==> src/rtl/keypad_scan_debounce_if.sv <==
// Keypad-side signal bundle: row sense lines in, column drive, debounced key code and scan clock out.
interface keypad_scan_debounce_if;
    logic [3:0] row;
    logic [3:0] col;
    logic [3:0] code;
    logic       keydown;
    logic       scan_clk;

    modport master (
        input  row,
        output col,
        output code,
        output keydown,
        output scan_clk
    );

    modport slave (
        output row,
        input  col,
        input  code,
        input  keydown,
        input  scan_clk
    );
endinterface

==> src/rtl/keypad_scan_debounce.sv <==
// 4x4 matrix keypad scanner with tick-rate press/release debouncing.
// Also exports the prescaler MSB as a slow scan clock for the LED digit multiplexer.
module keypad_scan_debounce #(
    parameter int DIV_BITS  = 16,
    parameter int DEB_TICKS = 4
) (
    input  logic                   clk,
    input  logic                   rst,
    keypad_scan_debounce_if.master kp
);
    typedef enum logic [1:0] {SCAN, DEBOUNCE, HELD} state_t;

    localparam logic [3:0] DEB = DEB_TICKS[3:0];

    logic [DIV_BITS-1:0] div_q;
    logic [3:0]          row_meta_q;
    logic [3:0]          row_s_q;
    state_t              state_q;
    logic [1:0]          col_idx_q;
    logic [1:0]          r_idx_q;
    logic [3:0]          cnt_q;
    logic [3:0]          code_q;
    logic                keydown_q;

    logic       tick;
    logic [1:0] low_idx;
    logic [3:0] cnt_inc;
    logic       key_low;

    assign tick    = &div_q;
    assign cnt_inc = cnt_q + 4'd1;
    assign key_low = !row_s_q[r_idx_q];

    // Lowest-index low row wins when several rows share the driven column.
    always_comb begin
        low_idx = 2'd0;
        for (int i = 3; i >= 0; i--) begin
            if (!row_s_q[i]) low_idx = 2'(i);
        end
    end

    always_ff @(posedge clk or negedge rst) begin
        if (!rst) begin
            div_q      <= '0;
            row_meta_q <= 4'hF;
            row_s_q    <= 4'hF;
        end else begin
            div_q      <= div_q + 1'b1;
            row_meta_q <= kp.row;
            row_s_q    <= row_meta_q;
        end
    end

    // Column stays frozen outside SCAN, so col_idx_q doubles as the latched column index.
    always_ff @(posedge clk or negedge rst) begin
        if (!rst) begin
            state_q   <= SCAN;
            col_idx_q <= 2'd0;
            r_idx_q   <= 2'd0;
            cnt_q     <= 4'd0;
            code_q    <= 4'h0;
            keydown_q <= 1'b0;
        end else if (tick) begin
            unique case (state_q)
                SCAN: begin
                    if (&row_s_q) begin
                        col_idx_q <= col_idx_q + 2'd1;
                    end else begin
                        r_idx_q <= low_idx;
                        if (DEB == 4'd1) begin
                            code_q    <= {low_idx, col_idx_q};
                            keydown_q <= 1'b1;
                            cnt_q     <= 4'd0;
                            state_q   <= HELD;
                        end else begin
                            cnt_q   <= 4'd1;
                            state_q <= DEBOUNCE;
                        end
                    end
                end
                DEBOUNCE: begin
                    if (key_low) begin
                        if (cnt_inc == DEB) begin
                            code_q    <= {r_idx_q, col_idx_q};
                            keydown_q <= 1'b1;
                            cnt_q     <= 4'd0;
                            state_q   <= HELD;
                        end else begin
                            cnt_q <= cnt_inc;
                        end
                    end else begin
                        cnt_q   <= 4'd0;
                        state_q <= SCAN;
                    end
                end
                HELD: begin
                    if (!key_low) begin
                        if (cnt_inc == DEB) begin
                            keydown_q <= 1'b0;
                            cnt_q     <= 4'd0;
                            state_q   <= SCAN;
                        end else begin
                            cnt_q <= cnt_inc;
                        end
                    end else begin
                        cnt_q <= 4'd0;
                    end
                end
                default: state_q <= SCAN;
            endcase
        end
    end

    assign kp.col      = ~(4'b0001 << col_idx_q);
    assign kp.code     = code_q;
    assign kp.keydown  = keydown_q;
    assign kp.scan_clk = div_q[DIV_BITS-1];
endmodule

==> src/flat_wrapper.sv <==
// flat-port wrapper written by rule: the top's interface ports become plain ports
module keypad_scan_debounce_flat 
#(
    parameter int DIV_BITS  = 16,
    parameter int DEB_TICKS = 4
)
  (clk, rst, kp_row, kp_col, kp_code, kp_keydown, kp_scan_clk);
  keypad_scan_debounce_if kp_i ();
  input  logic clk;
  input  logic rst;
  input wire logic [$bits(kp_i.row)-1:0] kp_row;
  output wire logic [$bits(kp_i.col)-1:0] kp_col;
  output wire logic [$bits(kp_i.code)-1:0] kp_code;
  output wire logic [$bits(kp_i.keydown)-1:0] kp_keydown;
  output wire logic [$bits(kp_i.scan_clk)-1:0] kp_scan_clk;
  assign kp_i.row = kp_row;
  assign kp_col = kp_i.col;
  assign kp_code = kp_i.code;
  assign kp_keydown = kp_i.keydown;
  assign kp_scan_clk = kp_i.scan_clk;
  keypad_scan_debounce #(.DIV_BITS(DIV_BITS), .DEB_TICKS(DEB_TICKS)) u_core (.clk(clk), .rst(rst), .kp(kp_i));
endmodule
==> config.mk <==
export PLATFORM = sky130hd
export DESIGN_NAME = keypad_scan_debounce_flat
export DESIGN_NICKNAME = d
export VERILOG_FILES = /design/src/rtl/keypad_scan_debounce_if.sv /design/src/rtl/keypad_scan_debounce.sv /design/src/flat_wrapper.sv
export SDC_FILE = /design/constraint.sdc
export NUM_CORES = 1
export LEC_CHECK = 0
export CAP_MARGIN = 15
export CORE_MARGIN = 3
export CORE_UTILIZATION = 51
export DETAILED_ROUTE_END_ITERATION = 8
export PLACE_DENSITY = 0.75
export SLEW_MARGIN = 30
export SYNTH_ARGS = -nofsm -noshare
export SYNTH_HDL_FRONTEND = slang
export SYNTH_SLANG_ARGS = --single-unit
==> constraint.sdc <==
create_clock -name clk -period 1.92 [get_ports clk]
set_input_delay 0.384 -clock clk [delete_from_list [all_inputs] [get_ports clk]]
set_output_delay 0.384 -clock clk [all_outputs]
set_load 0.03 [all_outputs]
**Word-level counts from Yosys, hierarchy flattened**

Index checks and enable logic that the tools add are counted.

- Output and inout port bits: 10
- Input port bits: 6
- Word-level logic and storage cells: 58
- Flip-flop bits (word level): 39

- $add $sub $neg: 3
- Magnitude comparators: 1
- Equality and inequality tests: 9
- Bitwise logic cells: 3
- Reductions and logical operators: 10
- Muxes and demuxes: 22
- Shifts and indexed selects: 1

Operator list:

| cell | number |
|---|---|
| $reduce_and 21->1 | 2 |
| $reduce_and 18->1 | 2 |
| $reduce_and 20->1 | 1 |
| $reduce_and 19->1 | 1 |
| $mux 2 | 9 |
| $add 16x1->16 const B | 1 |
| $mux 4 | 4 |
| $pmux 4 s3 | 1 |
| $ne 2x1->1 const B | 3 |
| $pmux 2 s3 | 1 |
| $mux 1 | 5 |
| $add 4x1->4 const B | 1 |
| $eq 4x3->1 const B | 1 |
| $ne 2x2->1 const B | 2 |
| $not 4->4 | 1 |
| $reduce_and 4->1 | 1 |
| $shl 1x2->4 const A | 1 |
| $lt 2x3->1 const B | 1 |
| $ne 3x1->1 const B | 1 |
| $reduce_bool 3->1 | 1 |
| $add 2x1->2 const B | 1 |
| $bmux 1 s2 | 1 |
| $eq 2x1->1 const B | 1 |
| $eq 2x2->1 const B | 1 |
| other kinds (4) | 5 |

**Longest topological paths before layout**

- Depth in word-level cells: 5
- Depth in mapped cells: 7
- Depth with buffers taken out: 7

**Worst setup path after synthesis**

Ideal clock, no wire load.

- Path type: register -> register
- From: reg u_core.cnt_q[0]
- To: reg u_core.state_q[0]
- Data arrival time: 1898 ps
- Library setup time: 125 ps
- Clock period less this slack: 2023 ps
- Path buffers: 0
- Cell stages (with the launch flop): 7
- Data required time: 1795 ps
- Path slack: -103 ps
- Cells stage by stage: dfrtp_1 ha_1 or4bb_1 o31ai_1 nand2_1 a211oi_1 mux2_2

- Word-level cells in the longest chain between the ends: 4
- Elaborated cells on any way between the ends: 5
- Those cells by class: 1 x add/sub; 3 x eq/ne; 1 x reduce/logical

RTL lines:

| element | RTL line | RTL |
|---|---|---|
| from (decl) | keypad_scan_debounce.sv:21 | `logic [3:0] cnt_q;` |
| from (signal assigned) | keypad_scan_debounce.sv:89 | `cnt_q <= cnt_inc;` |
| from (signal assigned) | keypad_scan_debounce.sv:103 | `cnt_q <= cnt_inc;` |
| $add 4x1->4 (*) | keypad_scan_debounce.sv:31 | `assign cnt_inc = cnt_q + 4'd1;` |
| $eq 4x3->1 (*) | keypad_scan_debounce.sv:83, keypad_scan_debounce.sv:98 |  |
| $ne 3x1->1 (no source line) / $ne 2x1->1 (equally long branches) | -- |  |
| $reduce_and 20->1 (no source line) (*) | -- |  |
| to (signal assigned) | keypad_scan_debounce.sv:87 | `state_q <= HELD;` |
| to (signal assigned) | keypad_scan_debounce.sv:93 | `state_q <= SCAN;` |
| to (signal assigned) | keypad_scan_debounce.sv:101 | `state_q <= SCAN;` |
| to (decl) | keypad_scan_debounce.sv:18 | `state_t state_q;` |

Mark *: on every way between the ends. The rest lies on a longest branch, timed or not.
A chain may end at the register's enable or synchronous reset.

**Worst setup path in the final report**

Same ends and word-level chain as after synthesis.

==> results.json <==
{
  "cts_tree": "yes",
  "gp_congestion": 0.894,
  "cts_htree_levels": 2,
  "grt_start_max_net_pins": 40,
  "finalCritPeriodShare": 1.07,
  "synth_cell_types": 40,
  "grt_pass1_vias": 1340,
  "fp.dieW_um": 66.3,
  "nets": 219,
  "async_reset_ff_frac": 1.00,
  "powerDensity_nw_per_um2": 548,
  "timing.final.ws_setup_ns": -0.138,
  "synthCells": 157,
  "antennaDiodeCount": 0,
  "ff2ff_setup_slack_ns": -0.14,
  "r2r-start": "u_core.cnt_q[0]",
  "antenna_found_initial": 0,
  "syn_nets": 174,
  "critPathRequiredTime_ns": 2.16,
  "p_leak_nw": 1.06,
  "port_buffers": 15,
  "cap_violations": 0,
  "end_kind": "register",
  "final_cells": 249,
  "rsz0062_at_grt": "yes",
  "peakVddDrop_uv": 426,
  "clk_pin_slew_ns": 0.11,
  "syn_to_final_growth_pct": 26.8,
  "crit_chain": "ha_2 -> or4bb_4 -> o31ai_4 -> nor2b_1 -> a211oi_2 -> mux2_4",
  "crit_fanout": 5,
  "drv_slew": 0,
  "ys_ff_latch": 39,
  "cts_sinks": 39,
  "crit_family": "simple AND/OR/NAND/NOR gates",
  "fmax_mhz": 486,
  "ios": 16,
  "placed_area_um2": 2190,
  "grt_overflow": 0,
  "die_y_um": 66.3,
  "root_buffer": "clkbuf_4",
  "synth_edf_count": 0,
  "fill_cells": 252,
  "period_minus_slack_ns": 2.06,
  "violations": "setup timing",
  "drt_iter0_drc": 30,
  "drive_above_1_share": 0.330,
  "worstSkewPairLatency_ns": 0.35,
  "synthesis.area_um2": 1860,
  "start_util": 0.544,
  "status": "finished with violations",
  "place_inst": 234,
  "dieArea_um2": 4400,
  "seq_area_um2": 986,
  "worst_pin_slew_ns": 0.481,
  "pre_cts_slack_ns": -0.176,
  "cts_max_path_buffers": 2,
  "final_common_cell": "dfrtp_1",
  "critPathSlowestCell": "or4bb_4",
  "synthesis.yosys.warnings": 0,
  "critPathKind": "reg2reg",
  "finalHoldViolations": 0,
  "row_count": 21,
  "track_usage": 0.181,
  "critPathArrivalTime_ns": 2.30,
  "drc": 0,
  "hold_class": "in2async",
  "slowest_delay_ns": 0.53,
  "cp.buffers_inverters": 0,
  "final_cell_area_um2": 2350,
  "startpoint_type": "register",
  "avgSynthCellArea_um2": 11.8,
  "routed_wl_um": 3440,
  "skew_ns": 0.00534,
  "dr.pass1.iters": 4,
  "via_per_inst": 5.14,
  "reg2reg_to": "u_core.state_q[0]",
  "grt_pass1_wl_um": 5990,
  "worstRegToRegCells": 6,
  "dr_total_vias": 1280,
  "hpwl_um": 2510,
  "core_area_um2": 3420,
  "slew_headroom": 0.679,
  "multi_input_area_um2": 887,
  "ys.flop_type": "dfrtp_1",
  "yosysSeqAreaShare": 0.531,
  "p_total_mw": 1.29,
  "cts_hold_buf": 0,
  "ant_nets": 0,
  "tns_ns": -0.633,
  "finalSetupViolCount": 7,
  "cts_buffers": 5,
  "wl_per_cell_um": 13.8,
  "mostFrequentLayoutCells": "dfrtp_1 (31), buf_4 (21), inv_1 (14), xnor2_1 (11)"
}
## Yosys cell counts (all sizes together) (3+ instances only)
cell	count	share of area
dfrtp	31	0.42
inv	14	0.028
ha	11	0.074
nand2	11	0.022
xnor2	11	0.052
nand3	9	0.024
dfstp	8	0.11
mux2	7	0.042
nor2	6	0.013
and4	4	0.019
xor2	4	0.019
a21oi	3	0.0081
nand3b	3	0.012
nand4	3	0.010
o21ai	3	0.0081
## cell type report
type | instances | share of cell area
sequential | 39 | 0.419
inverter | 14 | 0.0223
multi-input combinational | 104 | 0.377
tap | 46 | 0.0244
clock inverter | 3 | 0.00850
clock buffer | 5 | 0.0159
timing repair buffer | 38 | 0.133
## worst reg2reg max path, cell delays in order, from the launching register on
cell      delay (ns)
dfrtp_1         0.43
ha_2            0.20
or4bb_4         0.53
o31ai_4         0.10
nor2b_1         0.10
a211oi_2        0.27
mux2_4          0.33
## routing by layer
layer	vias up	global-route usage	wire length, µm
met2	22	0.300	1690
met3	6	0.0510	110
met4	0	0.0685	43
li1	637	-	-
met5	-	0	0
met1	615	0.222	1590
## worst max-delay path by stage
stage               slack [ns]                end       startpoint  depth (start not counted)
floorplan                -0.06  u_core.state_q[0]  u_core.cnt_q[0]                          6
global placement         -0.06  u_core.state_q[0]  u_core.cnt_q[0]                          6
detailed placement       -0.18  u_core.state_q[0]  u_core.cnt_q[0]                          6
CTS                      -0.13  u_core.state_q[0]  u_core.cnt_q[0]                          6
global route             -0.22  u_core.state_q[0]  u_core.cnt_q[0]                          6
finish                   -0.14  u_core.state_q[0]  u_core.cnt_q[0]                          6
## kinds of logic (layout without fill, tap and decap cells)
| family | after synthesis | after routing | share of synthesized area |
|---|---|---|---|
| DFF | 39 | 39 | 0.531 |
| xor gates and xnor gates | 15 | 15 | 0.0708 |
| and+or+nand+nor | 52 | 52 | 0.171 |
| buffers and inverters | 14 | 60 | 0.0283 |
| muxes | 10 | 10 | 0.0654 |
| adders and majority gates | 11 | 11 | 0.0741 |
| AOI/OAI and AO/OA | 16 | 16 | 0.0593 |
## sequential cells by signal (all words and copies together) (netlist names)
name,cells
u_core.div_q,16
u_core.cnt_q,4
u_core.kp.code,4
u_core.row_meta_q,4
u_core.row_s_q,4
u_core.col_idx_q,2
u_core.r_idx_q,2
u_core.state_q,2
u_core.kp.keydown,1
## power by group
part	switching, mW	internal (mW)	leakage [nW]
logic	0.0200	0.0144	0.531
registers	0.00547	0.837	0.503
clock network	0.273	0.140	0.0272
## through the flow
stage | hold slack [ns] | util
2_1_floorplan | 0.0884 | -
3_3_place_gp | 0.345 | 0.641
3_5_place_dp | 0.348 | 0.641
4_1_cts | 0.0731 | 0.678
5_1_grt | 0.0881 | 0.689
6_report | 0.0643 | 0.689
## repair_timing
item / 4_1_cts / 5_1_grt
setup buffers: 5 / 2
resized for setup: 14 / 11
pin swaps: 3 / 2
setup endpoints to repair: 12 / 14
Power figures use the tool's default switching activity.
